`config.mk`:
```
export PLATFORM = sky130hd
export DESIGN_NAME = armleocpu_cache_port_arbiter
export DESIGN_NICKNAME = d
export VERILOG_FILES = /design/src/rtl/armleocpu_cache_port_arbiter_pkg.sv /design/src/rtl/armleocpu_cache_port_arbiter.sv
export SDC_FILE = /design/constraint.sdc
export NUM_CORES = 1
export LEC_CHECK = 0
export ABC_AREA = 1
export ABC_CLOCK_PERIOD_IN_PS = 2000
export BUFFER_PORTS_ARGS = -buffer_cell sky130_fd_sc_hd__clkbuf_2
export CORE_AREA = 3 3 87 89
export CTS_BUF_LIST = sky130_fd_sc_hd__clkbuf_4
export DETAILED_ROUTE_END_ITERATION = 10
export DIE_AREA = 0 0 90 92
export PLACE_DENSITY = 0.58
export SETUP_SLACK_MARGIN = 0.4
export SYNTH_ARGS = -nofsm -noshare
export SYNTH_HDL_FRONTEND = slang
export SYNTH_SLANG_ARGS = --single-unit
```
`constraint.sdc`:
```
create_clock -name clk -period 2 [get_ports clk]
set_input_delay 0.5 -clock clk [delete_from_list [all_inputs] [get_ports clk]]
set_output_delay 0.5 -clock clk [all_outputs]
set_load 0.05 [all_outputs]
```
`src/rtl/armleocpu_cache_port_arbiter_pkg.sv`:
```
// Shared definitions for the cache command port arbiter: cache command and
// response encodings, load/store type constants, and arbiter owner encodings.
// Combinational helpers only; no state, no flow control of its own.
package armleocpu_cache_port_arbiter_pkg;

    // Cache command encodings (mirror armleocpu_cache.vh)
    localparam logic [3:0] CACHE_CMD_NONE      = 4'd0;
    localparam logic [3:0] CACHE_CMD_EXECUTE   = 4'd1;
    localparam logic [3:0] CACHE_CMD_LOAD      = 4'd2;
    localparam logic [3:0] CACHE_CMD_STORE     = 4'd3;
    localparam logic [3:0] CACHE_CMD_FLUSH_ALL = 4'd4;

    // Cache response encodings (mirror armleocpu_cache.vh)
    localparam logic [3:0] CACHE_RESPONSE_IDLE        = 4'd0;
    localparam logic [3:0] CACHE_RESPONSE_WAIT        = 4'd1;
    localparam logic [3:0] CACHE_RESPONSE_DONE        = 4'd2;
    localparam logic [3:0] CACHE_RESPONSE_ACCESSFAULT = 4'd3;
    localparam logic [3:0] CACHE_RESPONSE_PAGEFAULT   = 4'd4;
    localparam logic [3:0] CACHE_RESPONSE_MISSALIGNED = 4'd5;

    // Load type used for instruction fetch (mirror ld_type.vh)
    localparam logic [2:0] LW = 3'b010;

    // Owner of the in-flight cache command; reusable by other port arbiters
    typedef enum logic [1:0] {
        ARMLEOCPU_ARB_OWNER_NONE = 2'd0,
        ARMLEOCPU_ARB_OWNER_F    = 2'd1,
        ARMLEOCPU_ARB_OWNER_D    = 2'd2
    } arb_owner_t;

    // The cache samples c_cmd only in cycles where its response is not WAIT
    // (and not any other busy/unknown code).
    function automatic logic cache_accepts(input logic [3:0] resp);
        return (resp == CACHE_RESPONSE_IDLE)        ||
               (resp == CACHE_RESPONSE_DONE)        ||
               (resp == CACHE_RESPONSE_ACCESSFAULT) ||
               (resp == CACHE_RESPONSE_MISSALIGNED) ||
               (resp == CACHE_RESPONSE_PAGEFAULT);
    endfunction

endpackage

```
`src/rtl/armleocpu_cache_port_arbiter.sv`:
```
// Shares the single cache command port between fetch (F) and load/store (D).
// Latency: grantee's command reaches c_* in the same cycle (zero added latency).
// Backpressure: losers and non-owners see WAIT and must hold cmd/address until granted.
//
// Ports:
//   clk, rst_n                 clock, synchronous active-low reset
//   f_cmd/f_address            fetch request; f_response back to fetch
//   d_cmd/d_address/d_*_type/  load/store request; d_response back to execute
//   d_store_data
//   c_cmd/c_address/c_*_type/  command to the cache
//   c_store_data
//   c_response                 cache response (also decides when a command is accepted)
//   c_load_data                broadcast to requesters outside this block
module armleocpu_cache_port_arbiter
    import armleocpu_cache_port_arbiter_pkg::*;
#(
    parameter int STARVE_LIMIT = 4
) (
    input  logic        clk,
    input  logic        rst_n,

    input  logic [3:0]  f_cmd,
    input  logic [31:0] f_address,
    output logic [3:0]  f_response,

    input  logic [3:0]  d_cmd,
    input  logic [31:0] d_address,
    input  logic [2:0]  d_load_type,
    input  logic [1:0]  d_store_type,
    input  logic [31:0] d_store_data,
    output logic [3:0]  d_response,

    output logic [3:0]  c_cmd,
    output logic [31:0] c_address,
    output logic [2:0]  c_load_type,
    output logic [1:0]  c_store_type,
    output logic [31:0] c_store_data,
    input  logic [3:0]  c_response,
    input  logic [31:0] c_load_data
);

    localparam int STREAK_W = $clog2(STARVE_LIMIT + 1);
    localparam logic [STREAK_W-1:0] STREAK_MAX = STREAK_W'(STARVE_LIMIT);

    arb_owner_t          owner_q, owner_d;
    logic [STREAK_W-1:0] d_streak_q, d_streak_d;

    logic accept;
    logic f_req, d_req;
    logic grant_f, grant_d;

    // Load data is fanned out to both requesters outside this block.
    logic unused_c_load_data;
    assign unused_c_load_data = ^c_load_data;

    assign accept = cache_accepts(c_response);
    assign f_req  = (f_cmd != CACHE_CMD_NONE);
    assign d_req  = (d_cmd != CACHE_CMD_NONE);

    always_ff @(posedge clk) begin
        if (!rst_n) begin
            owner_q    <= ARMLEOCPU_ARB_OWNER_NONE;
            d_streak_q <= '0;
        end else begin
            owner_q    <= owner_d;
            d_streak_q <= d_streak_d;
        end
    end

    always_comb begin
        owner_d      = owner_q;
        d_streak_d   = d_streak_q;
        grant_f      = 1'b0;
        grant_d      = 1'b0;
        c_cmd        = CACHE_CMD_NONE;
        c_address    = f_address;
        c_load_type  = LW;
        c_store_type = 2'b00;
        c_store_data = 32'h0;
        f_response   = c_response;
        d_response   = c_response;

        if (rst_n) begin
            // D normally wins collisions; F is forced through once D has
            // taken STARVE_LIMIT grants in a row while F was waiting.
            if (accept) begin
                if (f_req && (!d_req || (d_streak_q == STREAK_MAX))) begin
                    grant_f = 1'b1;
                end else if (d_req) begin
                    grant_d = 1'b1;
                end
            end

            if (grant_f) begin
                c_cmd     = f_cmd;
                c_address = f_address;
            end else if (grant_d) begin
                c_cmd        = d_cmd;
                c_address    = d_address;
                c_load_type  = d_load_type;
                c_store_type = d_store_type;
                c_store_data = d_store_data;
            end

            if (grant_f) begin
                owner_d = ARMLEOCPU_ARB_OWNER_F;
            end else if (grant_d) begin
                owner_d = ARMLEOCPU_ARB_OWNER_D;
            end else if (accept) begin
                owner_d = ARMLEOCPU_ARB_OWNER_NONE;
            end

            if (!f_req || grant_f) begin
                d_streak_d = '0;
            end else if (grant_d && (d_streak_q != STREAK_MAX)) begin
                d_streak_d = d_streak_q + 1'b1;
            end

            // The in-flight command's response (including DONE/error on a
            // back-to-back handover) goes to the current owner only.
            case (owner_q)
                ARMLEOCPU_ARB_OWNER_F: d_response = CACHE_RESPONSE_WAIT;
                ARMLEOCPU_ARB_OWNER_D: f_response = CACHE_RESPONSE_WAIT;
                default: ;
            endcase

            // A requester that lost this cycle's arbitration must not read
            // IDLE as "command taken"; WAIT keeps it holding its request.
            if (accept && f_req && !grant_f && (f_response == CACHE_RESPONSE_IDLE)) begin
                f_response = CACHE_RESPONSE_WAIT;
            end
            if (accept && d_req && !grant_d && (d_response == CACHE_RESPONSE_IDLE)) begin
                d_response = CACHE_RESPONSE_WAIT;
            end
        end
    end

endmodule

```
; After elaboration in Yosys (flattened, before gate mapping)
; Cells that the tools add are included.
; W data, S select, Z words.
[word_totals]
out_inout_bits = 81
in_bits = 147
mem_bits_rw = 0
n_memories = 0
mem_bits_ro = 0
ff_bits = 5
latch_bits = 0
[op_classes]
mul = 0
bitwise_logic = 1
n_eq_ne = 8
n_lt_le_gt_ge = 0
div = 0
addsub = 1
shift = 0
mux = 33
reduce_logical = 27
[ops]
columns = op, count
row1 = $mux W32, 6
row2 = $mux W4, 11
row3 = $logic_not A4 Y1, 3
row4 = $mux W2, 5
row5 = $mux W3, 3
row6 = $eq A4 B2 Y1 const B, 2
row7 = $eq A4 B3 Y1 const B, 2
row8 = $logic_and A1 B1 Y1, 8
row9 = $mux W1, 8
row10 = $reduce_bool A4 Y1, 2
row11 = $logic_or A1 B1 Y1, 6
row12 = $logic_not A1 Y1, 4
row13 = $reduce_or A2 Y1, 2
row14 = $add A3 B1 Y3 const B, 1
row15 = $eq A3 B3 Y1 const B, 1
row16 = $ne A3 B3 Y1 const B, 1
row17 = $reduce_bool A3 Y1, 1
row18 = $eq A2 B1 Y1 const B, 1
row19 = $eq A2 B2 Y1 const B, 1
row20 = $reduce_bool A2 Y1, 1
row21 = $not A1 Y1, 1

; Logic depth before layout (Yosys ltp)
[logic_depth]
depth_word = 12
depth_mapped = 9
ltp_nobuf = 8

; Worst setup path before layout
; No wires, ideal clock.
[synth_path]
path_type = flip-flop to output port
from = register d_streak_q[0]
to = output port f_response[0]
path_buffers = 1
path_stages_with_launch = 9
required_ns = 1.500
setup_slack_ns = -0.289
arrival_ns = 1.789
path_cell_list = dfxtp_1 > inv_1 > ha_1 > nand2_1 > nand2_2 > nand2_2 > buf_4 > nand3_1 > o21bai_1
[synth_via]
elab_chain_len = 11
[synth_lines]
columns = item, line_no
row1 = "start, declared", armleocpu_cache_port_arbiter.sv:46  ; logic [STREAK_W-1:0] d_streak_q, d_streak_d;
row2 = "start signal, assigned", armleocpu_cache_port_arbiter.sv:66  ; d_streak_q <= d_streak_d;
row3 = $eq A3 B3 Y1, armleocpu_cache_port_arbiter.sv:87  ; if (f_req && (!d_req || (d_streak_q == STREAK_MAX))) begin
row4 = $logic_or A1 B1 Y1, armleocpu_cache_port_arbiter.sv:87
row5 = $logic_and A1 B1 Y1, armleocpu_cache_port_arbiter.sv:87
row6 = $mux W1, armleocpu_cache_port_arbiter.sv:87
row7 = $mux W1, armleocpu_cache_port_arbiter.sv:86  ; if (accept) begin
row8 = $mux W1, armleocpu_cache_port_arbiter.sv:83  ; if (rst_n) begin
row9 = $logic_not A1 Y1, armleocpu_cache_port_arbiter.sv:129  ; if (accept && f_req && !grant_f && (f_response == CACHE_RESPONSE_IDLE)) begin
row10 = $logic_and A1 B1 Y1 (2 in series), armleocpu_cache_port_arbiter.sv:129
row11 = $mux W4, armleocpu_cache_port_arbiter.sv:129
row12 = $mux W4, armleocpu_cache_port_arbiter.sv:83
row13 = "end, declared", armleocpu_cache_port_arbiter.sv:24  ; output logic [3:0] f_response,
; Every way passes these cells. The select of a mux whose other input is x is not followed.

; Worst setup path after layout
[layout_path]
from = input port d_cmd[2]
to = output port c_address[21]
[layout_via]
elab_chain_len = 10
elab_cells_between_ends = 14
cone_classes = mux: 10 / reduce/logical: 4
[layout_lines]
columns = item, line_no
row1 = "start, declared", armleocpu_cache_port_arbiter.sv:26  ; input logic [3:0] d_cmd,
row2 = $reduce_bool A4 Y1 *, armleocpu_cache_port_arbiter.sv:58  ; assign d_req = (d_cmd != CACHE_CMD_NONE);
row3 = $logic_not A1 Y1, armleocpu_cache_port_arbiter.sv:87
row4 = $logic_or A1 B1 Y1, armleocpu_cache_port_arbiter.sv:87
row5 = $logic_and A1 B1 Y1, armleocpu_cache_port_arbiter.sv:87
row6 = $mux W1, armleocpu_cache_port_arbiter.sv:87
row7 = $mux W1, armleocpu_cache_port_arbiter.sv:86
row8 = $mux W1, armleocpu_cache_port_arbiter.sv:83
row9 = $mux W32, armleocpu_cache_port_arbiter.sv:97  ; end else if (grant_d) begin
row10 = $mux W32 *, armleocpu_cache_port_arbiter.sv:94  ; if (grant_f) begin
row11 = $mux W32 *, armleocpu_cache_port_arbiter.sv:83
row12 = "end, declared", armleocpu_cache_port_arbiter.sv:34  ; output logic [31:0] c_address,
; Every way passes the cells marked *; elsewhere a longest branch is shown, timed or not. The select of a mux whose other input is x is not followed.

==> summary.md <==
| Metric | Value |
|---|---|
| Number of synthesis warnings | `0` |
| Cells on worst reg2reg path | `10` |
| Final setup fails | `75` |
| Antenna violations before repair | `0` |
| Total CTS buffers | `3` |
| Net Sw Power | `0.000860 W` |
| Post-Syn Area | `1380 um^2` |
| Ranking of synthesized cells by area | `nand2_1 (23%), nand4_1 (17%), inv_1 (13%), nor2_1 (12%), dfxtp_1 (7.2%)` |
| Via density | `4.60` |
| GRT Overall Usage | `22.6%` |
| I/O pin count | `228` |
| Starting Density | `20.3%` |
| Pre-CTS WS | `-0.365 ns` |
| Area after DPL | `3610 um^2` |
| Max Clk Rate | `0.436 GHz` |
| Final net count | `674` |
| Setup TNS | `-15.49 ns` |
| Final slew viol count | `0` |
| Cells after Synth | `281` |
| Sw Share | `47.8%` |
| Num rows | `30` |
| Clk sink count | `5` |
| Largest net degree at the start of global routing | `20` |
| Number of global-route vias before repair | `3146` |
| Area of the die | `8280 um^2` |
| Largest family of logic cells by synthesized area | `simple AND/OR/NAND/NOR gates` |
| Leak Pwr | `2.64 nW` |
| First-pass GRT wire length | `15.5 mm` |
| Netlist cell types | `27` |
| Syn nets | `430` |
| Part of the power in the clock network | `7.3%` |
| Compound-Gate Fraction of Synth Area | `2.44%` |
| # DRC | `0` |
| Share of cells above drive strength 1 | `75.6%` |
| Worst clock skew | `0.00537 ns` |
| CP Launch Type | `input pin` |
| Gate power share | `86.5%` |
| Final-report hold violation count | `0` |
| Initial DRC count | `110` |
| Commonest non-fill, non-tap cell in the layout | `clkbuf_2` |
| Reg power frac | `6.1%` |
| IO Port Bufs | `195` |
| Routed wire length | `10.2 mm` |
| Most frequent cells in the layout | `clkbuf_2 (110), nand2_4 (57), nor2_4 (45)` |
| Drt first pass iters | `4` |
| Diode count | `0` |
| Outcome | `complete, but fails checks` |
| FF-to-FF setup slack | `0.52 ns` |
| Post-synthesis adder-cell area fraction | `1.81%` |
| Clk buf depth | `2` |
| Die X | `90 um` |
| Setup crit start | `d_cmd[2]` |
| Mux cell area share after synthesis | `0%` |
| Max rail drop VDD | `0.176 mV` |
| Routed vias | `2851` |
| Max-cap violations | `0` |
| XOR/XNOR share of the synthesized area | `0.633%` |
| Hold Crit Depth | `4` |
| CP Capture Point | `c_address[21]` |
| Clock-pin transition on the worst setup and hold timing paths | `0.04 ns` |
| WHS | `0.594 ns` |
| Failing checks | `negative setup slack` |
| TritonCTS clock tree | `built` |
| Yosys top cell area share | `23.1%` |
| Worst EP arrival | `1.79 ns` |
| Worst reg2reg startpoint | `d_streak_q[1]` |
| Gr ovfl total | `0` |
| Area Overhead vs Synth | `282%` |
| Crit Path Category | `in -> out` |
| Reg-to-reg critical path endpoint | `d_streak_q[2]` |
| DP HPWL | `6.27 mm` |
| Critical path endpoint category | `output pin` |
| Routed len/inst | `16.4 um` |
| Seq/Total Area, Yosys | `7.23%` |
| Synth area leader | `nand2_1` |
| WP data required | `1.50 ns` |
| Power Dens Cells | `340 nW/um^2` |
| GPL Wtd Cong | `0.845` |
| CTS H-Tree Depth | `1` |
| Die Span Y | `92 um` |
| Root buf cell | `clkbuf_4` |
| Final ANT Viol Nets | `0` |
| Hold WC Path Type | `reg -> reg` |
| RSZ-0062 raised after global routing | `yes` |
| Simple-gate portion of the synthesized area | `66.0%` |
| Setup WS post-layout | `-0.293 ns` |
| Final period util | `115%` |
| Slew HR | `85.2%` |
| Syn_area_per_cell | `4.92 um^2` |
| CORE AREA | `6830 um^2` |
| Post-route cell area | `5290 um^2` |
| Internal power | `0.000942 W` |
| CTS Hold Bufs | `0` |
| Min Tclk post-route | `2.29 ns` |
| Worst skew pair latency | `0.24 ns` |
| Pin slew with the least headroom to its limit | `0.221 ns` |
| CP Max Fanout | `4` |
| #FFs+latches synth | `5` |
-- layout make-up --
cell class / count / area [um^2]
multi-input cells: 207 / 1800
clock buffers: 4 / 30.0
fillers: 425 / 1540
well taps: 96 / 120
inverters: 49 / 196
repair buffers: 259 / 3040
flip-flops and latches: 5 / 105
-- power groups by stage --
stage | registers (W) | logic, W | clock network, W
after floorplan | 0.000110 | 0.000706 | 0
after global placement | 0.000110 | 0.00106 | 0
after detailed placement | 0.000110 | 0.00108 | 0
after CTS | 0.000110 | 0.00148 | 0.000134
after global routing | 0.000111 | 0.00162 | 0.000140
final | 0.000111 | 0.00156 | 0.000132
-- worst min path at each step --
stage                              from  slack, ns            end
after floorplan              owner_q[1]       0.46     owner_q[1]
after global placement       owner_q[1]       0.49     owner_q[1]
after detailed placement     owner_q[1]       0.49     owner_q[1]
after CTS                    owner_q[0]       0.53     owner_q[0]
after global routing      d_streak_q[0]       0.62  d_streak_q[0]
final                     d_streak_q[0]       0.59  d_streak_q[0]
-- what timing repair did --
item	4_1_cts	5_1_grt
resized for setup	229	59
setup buffers	16	5
endpoints found under the setup margin	81	84
pin swaps	23	7
cloned	6	1
-- critical path, stage by stage --
cell and delay, ns:
clkbuf_2 0.10, nor2_2 0.14, nand2_2 0.08, inv_1 0.12
nor2_4 0.06, buf_6 0.13, buf_12 0.12, clkbuf_16 0.15
nand4_1 0.14, nand2_4 0.07, clkbuf_16 0.17
-- metrics by stage --
step                      util, %  instances  power, W
final                        77.5        620   0.00180
after CTS                    74.6        614   0.00172
after global placement       52.8        588   0.00117
after floorplan                 -        281  0.000816
after global routing         77.5        620   0.00187
after detailed placement     52.8        588   0.00119
-- layer usage --
layer	GRT usage (%)	wire, um
met5	0	0
met2	46.7	5920
met3	6.32	842
met1	22.8	3360
met4	2.81	30
-- flip-flops by register name, indices dropped and copies added (netlist names) --
register    count
d_streak_q      3
owner_q         2
-- logic make-up (layout without fill, tap and decap cells) --
logic type / Yosys count / after routing
flops: 5 / 5
buf+inv: 69 / 312
fa+ha+maj: 2 / 2
xor+xnor: 1 / 1
simple gates: 198 / 198
compound gates: 6 / 6
-- synth_stat cells, drive strengths merged --
library cell and count:
a21oi 3, and2 1, buf 16, clkbuf 4
dfxtp 5, ha 2, inv 49, nand2 88
nand3 8, nand4 37, nor2 59, nor3 2
o21ai 1, o21bai 1, o22ai 1, or2 3
xnor2 1
No activity file was read; power rests on OpenSTA's default activity.
